[config.mk]
export PLATFORM = sky130hd
export DESIGN_NAME = bus_responder
export DESIGN_NICKNAME = d
export VERILOG_FILES = /design/src/rtl/bus_responder.sv
export SDC_FILE = /design/constraint.sdc
export NUM_CORES = 2
export LEC_CHECK = 0
export CORE_ASPECT_RATIO = 0.9
export CORE_MARGIN = 2
export CORE_UTILIZATION = 30
export CTS_CLUSTER_SIZE = 40
export DETAILED_ROUTE_END_ITERATION = 16
export PLACE_DENSITY = 0.5
export SLEW_MARGIN = 20
export SYNTH_ARGS = -nofsm -noshare
export SYNTH_HDL_FRONTEND = slang
export SYNTH_SLANG_ARGS = --single-unit
[constraint.sdc]
create_clock -name clk -period 3.4 [get_ports clk]
set_input_delay 0.51 -clock clk [delete_from_list [all_inputs] [get_ports clk]]
set_output_delay 0.51 -clock clk [all_outputs]
set_load 0.01 [all_outputs]
[src/rtl/bus_responder.sv]
// Responder for the 8-bit multiplexed four-phase handshake bus.
// Decodes addr-low / addr-high / data beats and serves them from a flop-array memory with a side-load port.
module bus_responder #(
  parameter int unsigned ADDR_BITS   = 8,
  parameter int unsigned WAIT_CYCLES = 0,
  parameter int unsigned SYNC_STAGES = 2
) (
  input  logic                 clk,
  input  logic                 rst_n,
  input  logic                 req_i,
  input  logic                 rd_i,
  input  logic                 wr_i,
  output logic                 ack_o,
  input  logic [7:0]           bus_i,
  output logic [7:0]           bus_o,
  output logic                 bus_oe_o,
  input  logic                 ld_en,
  input  logic [ADDR_BITS-1:0] ld_addr,
  input  logic [7:0]           ld_data,
  output logic [15:0]          last_addr_o,
  output logic                 txn_done_o,
  output logic                 err_o
);

  localparam int unsigned DEPTH = 2 ** ADDR_BITS;

  typedef enum logic [1:0] {S_IDLE, S_WAIT, S_ACKED} state_t;

  state_t                 state;
  logic [SYNC_STAGES-1:0] req_sync;
  logic                   req_s;
  logic [1:0]             beat;
  logic [3:0]             wcnt;
  logic [15:0]            addr;
  logic                   mode_rd;
  logic                   mode_wr;
  logic                   mode_err;
  logic [7:0]             mem [DEPTH];
  logic [ADDR_BITS-1:0]   idx;
  logic                   commit_c;
  logic                   mem_we_c;

  assign req_s    = req_sync[SYNC_STAGES-1];
  assign idx      = addr[ADDR_BITS-1:0];
  assign commit_c = (state == S_WAIT) && (wcnt == 4'd0);
  assign mem_we_c = commit_c && (beat == 2'd2) && mode_wr && !mode_rd;

  // Request synchroniser for the asynchronous initiator strobe
  always_ff @(posedge clk or negedge rst_n) begin
    if (!rst_n) req_sync <= '0;
    else        req_sync <= {req_sync[SYNC_STAGES-2:0], req_i};
  end

  // Memory is not reset; a bus write issued last overrides a same-address side load
  always_ff @(posedge clk) begin
    if (ld_en)    mem[ld_addr] <= ld_data;
    if (mem_we_c) mem[idx]     <= bus_i;
  end

  // Handshake FSM with beat tracking and registered outputs
  always_ff @(posedge clk or negedge rst_n) begin
    if (!rst_n) begin
      state       <= S_IDLE;
      beat        <= 2'd0;
      wcnt        <= 4'd0;
      addr        <= 16'd0;
      mode_rd     <= 1'b0;
      mode_wr     <= 1'b0;
      mode_err    <= 1'b0;
      ack_o       <= 1'b0;
      bus_o       <= 8'd0;
      bus_oe_o    <= 1'b0;
      last_addr_o <= 16'd0;
      txn_done_o  <= 1'b0;
      err_o       <= 1'b0;
    end else begin
      txn_done_o <= 1'b0;
      case (state)
        S_IDLE: begin
          if (req_s) begin
            state <= S_WAIT;
            wcnt  <= 4'(WAIT_CYCLES);
            if (beat == 2'd0) begin
              mode_rd  <= rd_i;
              mode_wr  <= wr_i;
              mode_err <= (rd_i == wr_i);
              if (rd_i == wr_i) err_o <= 1'b1;
            end
            // Read data is placed on the bus before ack rises
            if ((beat == 2'd2) && mode_rd) begin
              bus_oe_o <= 1'b1;
              bus_o    <= mode_err ? 8'hFF : mem[idx];
            end
          end
        end
        S_WAIT: begin
          if (wcnt != 4'd0) begin
            wcnt <= wcnt - 4'd1;
          end else begin
            state <= S_ACKED;
            ack_o <= 1'b1;
            case (beat)
              2'd0: addr[7:0]  <= bus_i;
              2'd1: addr[15:8] <= bus_i;
              2'd2: begin
                last_addr_o <= addr;
                txn_done_o  <= 1'b1;
              end
              default: ;
            endcase
          end
        end
        S_ACKED: begin
          if (!req_s) begin
            state    <= S_IDLE;
            ack_o    <= 1'b0;
            bus_oe_o <= 1'b0;
            beat     <= (beat == 2'd2) ? 2'd0 : 2'(beat + 2'd1);
          end
        end
        default: state <= S_IDLE;
      endcase
    end
  end

endmodule

==> Word-level counts from Yosys, hierarchy flattened <==
Memory sizes are Yosys's and may differ from the RTL's.
Cells that the tools add are included.
{ "op_classes": {"n_bitwise": 2, "addsub": 2, "mux": 22, "eq_ne": 10, "n_reduce_logical": 24} }
{ "op_table": {"columns": ["cell", "count"], "rows": [
  ["AND reduction 3 bit", 8],
  ["two-way mux 1 bit", 11],
  ["two-way mux 2 bit", 4],
  ["two-way mux 4 bit", 2],
  ["two-way mux 8 bit", 1],
  ["!= test 2 bit, second input constant", 4],
  ["one-hot mux 4 bit (2 select lines)", 1],
  ["AND reduction 4 bit", 2],
  ["one-hot mux 2 bit (3 select lines)", 1],
  ["nonzero test 2 bit", 3],
  ["logical AND 1 bit", 5],
  ["equality test 2 x 1 -> 1 bit, second input constant", 2],
  ["equality test 2 bit, second input constant", 2],
  ["zero test 2 bit", 2],
  ["zero test 4 bit", 1],
  ["one-hot mux 1 bit (2 select lines)", 2],
  ["nonzero test 4 bit", 1],
  ["subtractor 4 x 1 -> 4 bit, second input constant", 1],
  ["adder 2 x 1 -> 2 bit, second input constant", 1],
  ["!= test 2 x 1 -> 1 bit, second input constant", 1],
  ["inverter 1 bit", 2],
  ["AND reduction 2 bit", 1],
  ["equality test 1 bit", 1],
  ["zero test 1 bit", 1]
]} }
{ "totals": {"memories": 1, "inputBits": 30, "wordCells": 76, "regBits": 57, "mem_bits_rw": 2048} }
{ "mem_list": {"columns": ["memory", "depth", "word_bits", "rd", "rd_clocked_by_memory_dff", "write_ports", "line_no", "text"], "rows": [
  ["mem", 256, 8, 1, 0, 2, "38", "logic [7:0] mem [DEPTH];"]
]} }

==> Logic depth before layout (Yosys ltp) <==
{ "depth": {"depth_word": 7, "ltp_mapped": 12} }

==> Least setup slack after synthesis <==
Ideal clock, no wire load.
{ "synth_path": {"path_type": "flip-flop to flip-flop", "startpoint": "register wcnt[0]", "endpoint": "memory mem[107][0] (enable)", "setup_slack_ns": 0.338, "stages_incl_launch_ff": 12, "path_buffers": 3, "arrival_ns": 2.685, "path_cell_list": "dfrtp_1 inv_1 ha_1 or3b_4 nor2_4 and4b_1 and3_1 buf_2 nand2_1 buf_2 clkbuf_1 o22ai_1"} }
{ "synth_lines": {"columns": ["element", "line_no", "text"], "rows": [
  ["from (decl)", "33", "logic [3:0] wcnt;"],
  ["from (signal assigned)", "82", "wcnt <= 4'(WAIT_CYCLES);"],
  ["from (signal assigned)", "98", "wcnt <= wcnt - 4'd1;"],
  ["to (decl)", "38", null]
]} }

==> Final worst setup path <==
{ "layout_path": {"startpoint": "register addr[1]", "endpoint": "register bus_o[3]"} }
{ "layout_via": {"elab_chain_len": 2} }
{ "layout_lines": {"columns": ["element", "line_no", "text"], "rows": [
  ["from (decl)", "34", "logic [15:0] addr;"],
  ["from (signal assigned)", "103", "2'd0: addr[7:0] <= bus_i;"],
  ["memory (256 x 8 bit)", null, null],
  ["two-way mux 8 bit", "92", "bus_o <= mode_err ? 8'hFF : mem[idx];"],
  ["to (signal assigned)", "92", null],
  ["to (decl)", "15", "output logic [7:0] bus_o,"]
]} }
Every way passes these cells.
A chain may end at the register's enable or synchronous reset.

==> results.cfg <==
[cts]
htree_levels = 4
clockBufferDepth = 4
root_buffer = clkbuf_16
cts_tree = done
cts_buffers = 240
clock-sinks = 2105
clk_pin_slew_ns = 0.07
clock_latency_ns = 0.97

[synth]
synth_edf_count = 2048
synth_cell_types = 76
synth.yosys.warnings = 0
synth_flop_cell = edfxtp_1
ys_seq_elements = 2105
syn_area_per_cell_sq_um = 15.6
syn-cell-area_sq_mm = 0.109
syn_nets = 7029
synth_seq_area_share_pct = 57.6
async_reset_ff_share_pct = 2.71
synth_cells = 6997

[grt]
grt_pass1_vias = 71640
track_usage_pct = 24.5
grt_max_degree = 108
antenna_found_initial = 36
grt_pass1_wl_um = 630000
overflow = 0

[status]
outcome = finished, violations left
violations = negative setup slack

[sta]
rsz0062_at_grt = true
slew_viol_final = 0
setup_viol = 9
fin_crit_ns = 3.49
fin_skew_ns = 0.0589
relSlewSlack_pct = 15.4
fin_crit_sh_pct = 103
fmax_mhz = 286
worst_slew_pin_slew_ns = 1.27
setup_ws_ns = -0.0918
timing_hold_violations_final = 0

[pwr]
power_switching_w = 0.0319
internal-power_w = 0.0557
p_seq_share_pct = 33.4
power_density_mw_per_mm2 = 660
p_sw_share_pct = 36.4
pwr-share-comb_pct = 36.9
ir_worst_vdd_mv = 0.492
p_leak_nw = 44.4
power_frac_clock_pct = 29.7

[floorplan]
rows = 210
placeableCoreArea_sq_mm = 0.363
initial_core_util_pct = 30.1
die_w_um = 640
die_h_um = 576
design.die.area_sq_mm = 0.369
pin_count = 58

[layout]
final_nets = 7760
syn_to_final_growth_pct = 21.6
instances_no_fill = 12826
post_route_cells_drive_above_1_share_pct = 50.4
fin_util_pct = 36.6
fillers = 34096
final_cell_area_sq_mm = 0.133

[critical_path]
crit_type = reg2reg
reg2reg_depth = 9
start_kind = register
crit_path_max_fanout = 16
required_ns = 4.29
critPathArrivalTime_ns = 4.38
reg2reg_setup_slack_ns = -0.09
rr_endpoint = bus_o[3]
critical_path.startpoint = addr[1]
r2r_start = addr[1]
critPathCapture = bus_o[3]
end_kind = register

[route]
wire_per_inst_um = 36.0
drt_iter0_markers = 9863
vias_per_cell = 5.73
drc = 0
drt_first_pass_iters = 5
vias = 73543
ant_nets = 0
wl_um = 461000

[placement]
post-dp-hpwl_um = 310000
dp.cells = 12347
placed_area_sq_mm = 0.125
io_buffers = 57
place.gp.congestion = 0.968

[run]
max_cap_viol_count = 0

[worst_hold_path]
hold_path_class = in2reg
==> worst max-delay path: stages, from the launching register on <==
cell	delay [ns]
dfrtp_4	0.62
buf_12	0.27
buf_16	0.23
nand3b_1	0.60
o22a_1	0.48
o221ai_1	0.32
nor3_1	0.42
o21a_1	0.19
nand4_1	0.08
o211ai_1	0.12
==> metal layers <==
| layer | track usage [%] | part of all wire [%] | vias up |
|---|---|---|---|
| met1 | 34.1 | 42 | 39376 |
| met4 | 9.33 | 4.6 | 18 |
| met2 | 36.6 | 44 | 4095 |
| met5 | 0 | 0.027 | - |
| li1 | - | - | 29218 |
| met3 | 6.02 | 9.7 | 836 |
==> registers in the layout, summed over array words and instances (netlist names) <==
register and flops:
ack_o 1, addr 16, beat 2, bus_o 8, bus_oe_o 1, err_o 1
last_addr_o 16, mem 2048, mode_err 1, mode_rd 1, mode_wr 1, req_sync 2
state 2, txn_done_o 1, wcnt 4
==> how the worst min path moves through the flow <==
stage                     start  cells after the start          end
global placement    req_sync[0]                      0  req_sync[1]
detailed placement  req_sync[0]                      0  req_sync[1]
floorplan                 rst_n                      0        ack_o
global route         ld_data[5]                      2   mem[64][5]
CTS                  ld_data[5]                      2   mem[64][5]
finish               ld_data[5]                      2   mem[64][5]
==> cell usage after synthesis (11+ instances only) <==
cell      number  area share [%]
nand4_1       20            0.11
buf_2        103            0.47
a32oi_1       11           0.088
mux2_2      1773              18
mux2i_1      111             1.0
a221oi_1      11           0.088
mux2_1       320             3.3
nand2_1      398             1.4
nor3_1        14           0.064
o21ai_0      223             1.0
dfrtp_1       57             1.3
o22a_1        14            0.11
o22ai_1      147            0.84
nand2_4       30            0.31
nor2_1       100            0.34
mux4_2       459             9.5
buf_1         40            0.14
nor4_1        14           0.080
inv_1         11           0.038
o221ai_1      13            0.10
nor2b_1       21            0.12
a21oi_1       51            0.23
nand2_2       11           0.063
nor2_2        89            0.51
nand2b_1      15           0.086
and3_1        12           0.069
nand3_1       61            0.28
buf_4         19            0.13
edfxtp_1    2048              56
clkbuf_1     585             2.0
a22oi_1       58            0.40
==> per-stage QoR <==
stage	setup WS (ns)	setup TNS, ns	power, W	hold WS (ns)
floorplan	0.338	0	0.0440	0.214
global placement	-1.09	-4.10	0.0606	0.347
detailed placement	-0.530	-1.99	0.0606	0.360
CTS	-0.00792	-0.00792	0.0869	0.0307
global route	-0.0150	-0.0150	0.0892	0.0492
finish	-0.0918	-0.331	0.0877	0.0689
==> placed cells by master (no fill, tap or decap), types with 13 or more instances in the layout <==
cell type and n:
edfxtp_1 2048, mux2_2 1773, buf_4 932, mux4_2 459, nand2_1 382, mux2_1 320, clkbuf_16 244, buf_12 228
o21ai_0 209, o22ai_1 147, mux2i_1 109, nor2_2 103, nor2_1 83, nand3_1 59, clkinv_1 57, a22oi_1 56
clkbuf_1 54, a21oi_1 50, dfrtp_1 49, clkinv_2 44, clkdlybuf4s50_1 40, nand2_4 33, nand2_2 24, nand4_1 20
buf_6 20, bufinv_16 17, diode_2 16, buf_8 16, nor2b_1 15, nand2b_1 14, o21ai_1 14, o22a_1 14
o221ai_1 13
==> cells by family after synthesis <==
| group | after synthesis | synth area share, % |
|---|---|---|
| and+or+nand+nor | 852 | 3.93 |
| DFF | 2105 | 57.6 |
| adders and majority gates | 2 | 0.0229 |
| buffers and inverters | 765 | 2.85 |
| AOI/OAI and AO/OA | 607 | 3.49 |
| muxes | 2663 | 32.1 |
| xor gates and xnor gates | 3 | 0.0241 |
==> final cells by class <==
cell class | instances | area [sq um] | area share (%)
clock buffers | 308 | 6450 | 4.85
clock inverters | 140 | 1210 | 0.909
multi-input cells | 4127 | 43500 | 32.8
repair buffers | 1241 | 12500 | 9.44
well taps | 4876 | 6100 | 4.59
flip-flops and latches | 2105 | 62900 | 47.4
inverters | 13 | 51.3 | 0.0386
diodes | 16 | 40.0 | 0.0301
==> timing repair <==
action                                 in CTS  in global routing
setup buffers                              11                  1
endpoints found under the hold margin      58                  0
pin swaps                                   4                  4
cloned                                      1                  0
resized for setup                          13                 53
hold buffers                                2                  0
setup endpoints to repair                  71                300
==> power by group through the flow <==
stage | logic [W] | clock network (W) | registers [W]
2_1_floorplan | 0.0145 | 0 | 0.0295
3_3_place_gp | 0.0307 | 0 | 0.0299
3_5_place_dp | 0.0308 | 0 | 0.0299
4_1_cts | 0.0313 | 0.0264 | 0.0292
5_1_grt | 0.0326 | 0.0273 | 0.0292
6_report | 0.0324 | 0.0260 | 0.0292
Note: power is estimated with default switching activity, not from simulation.
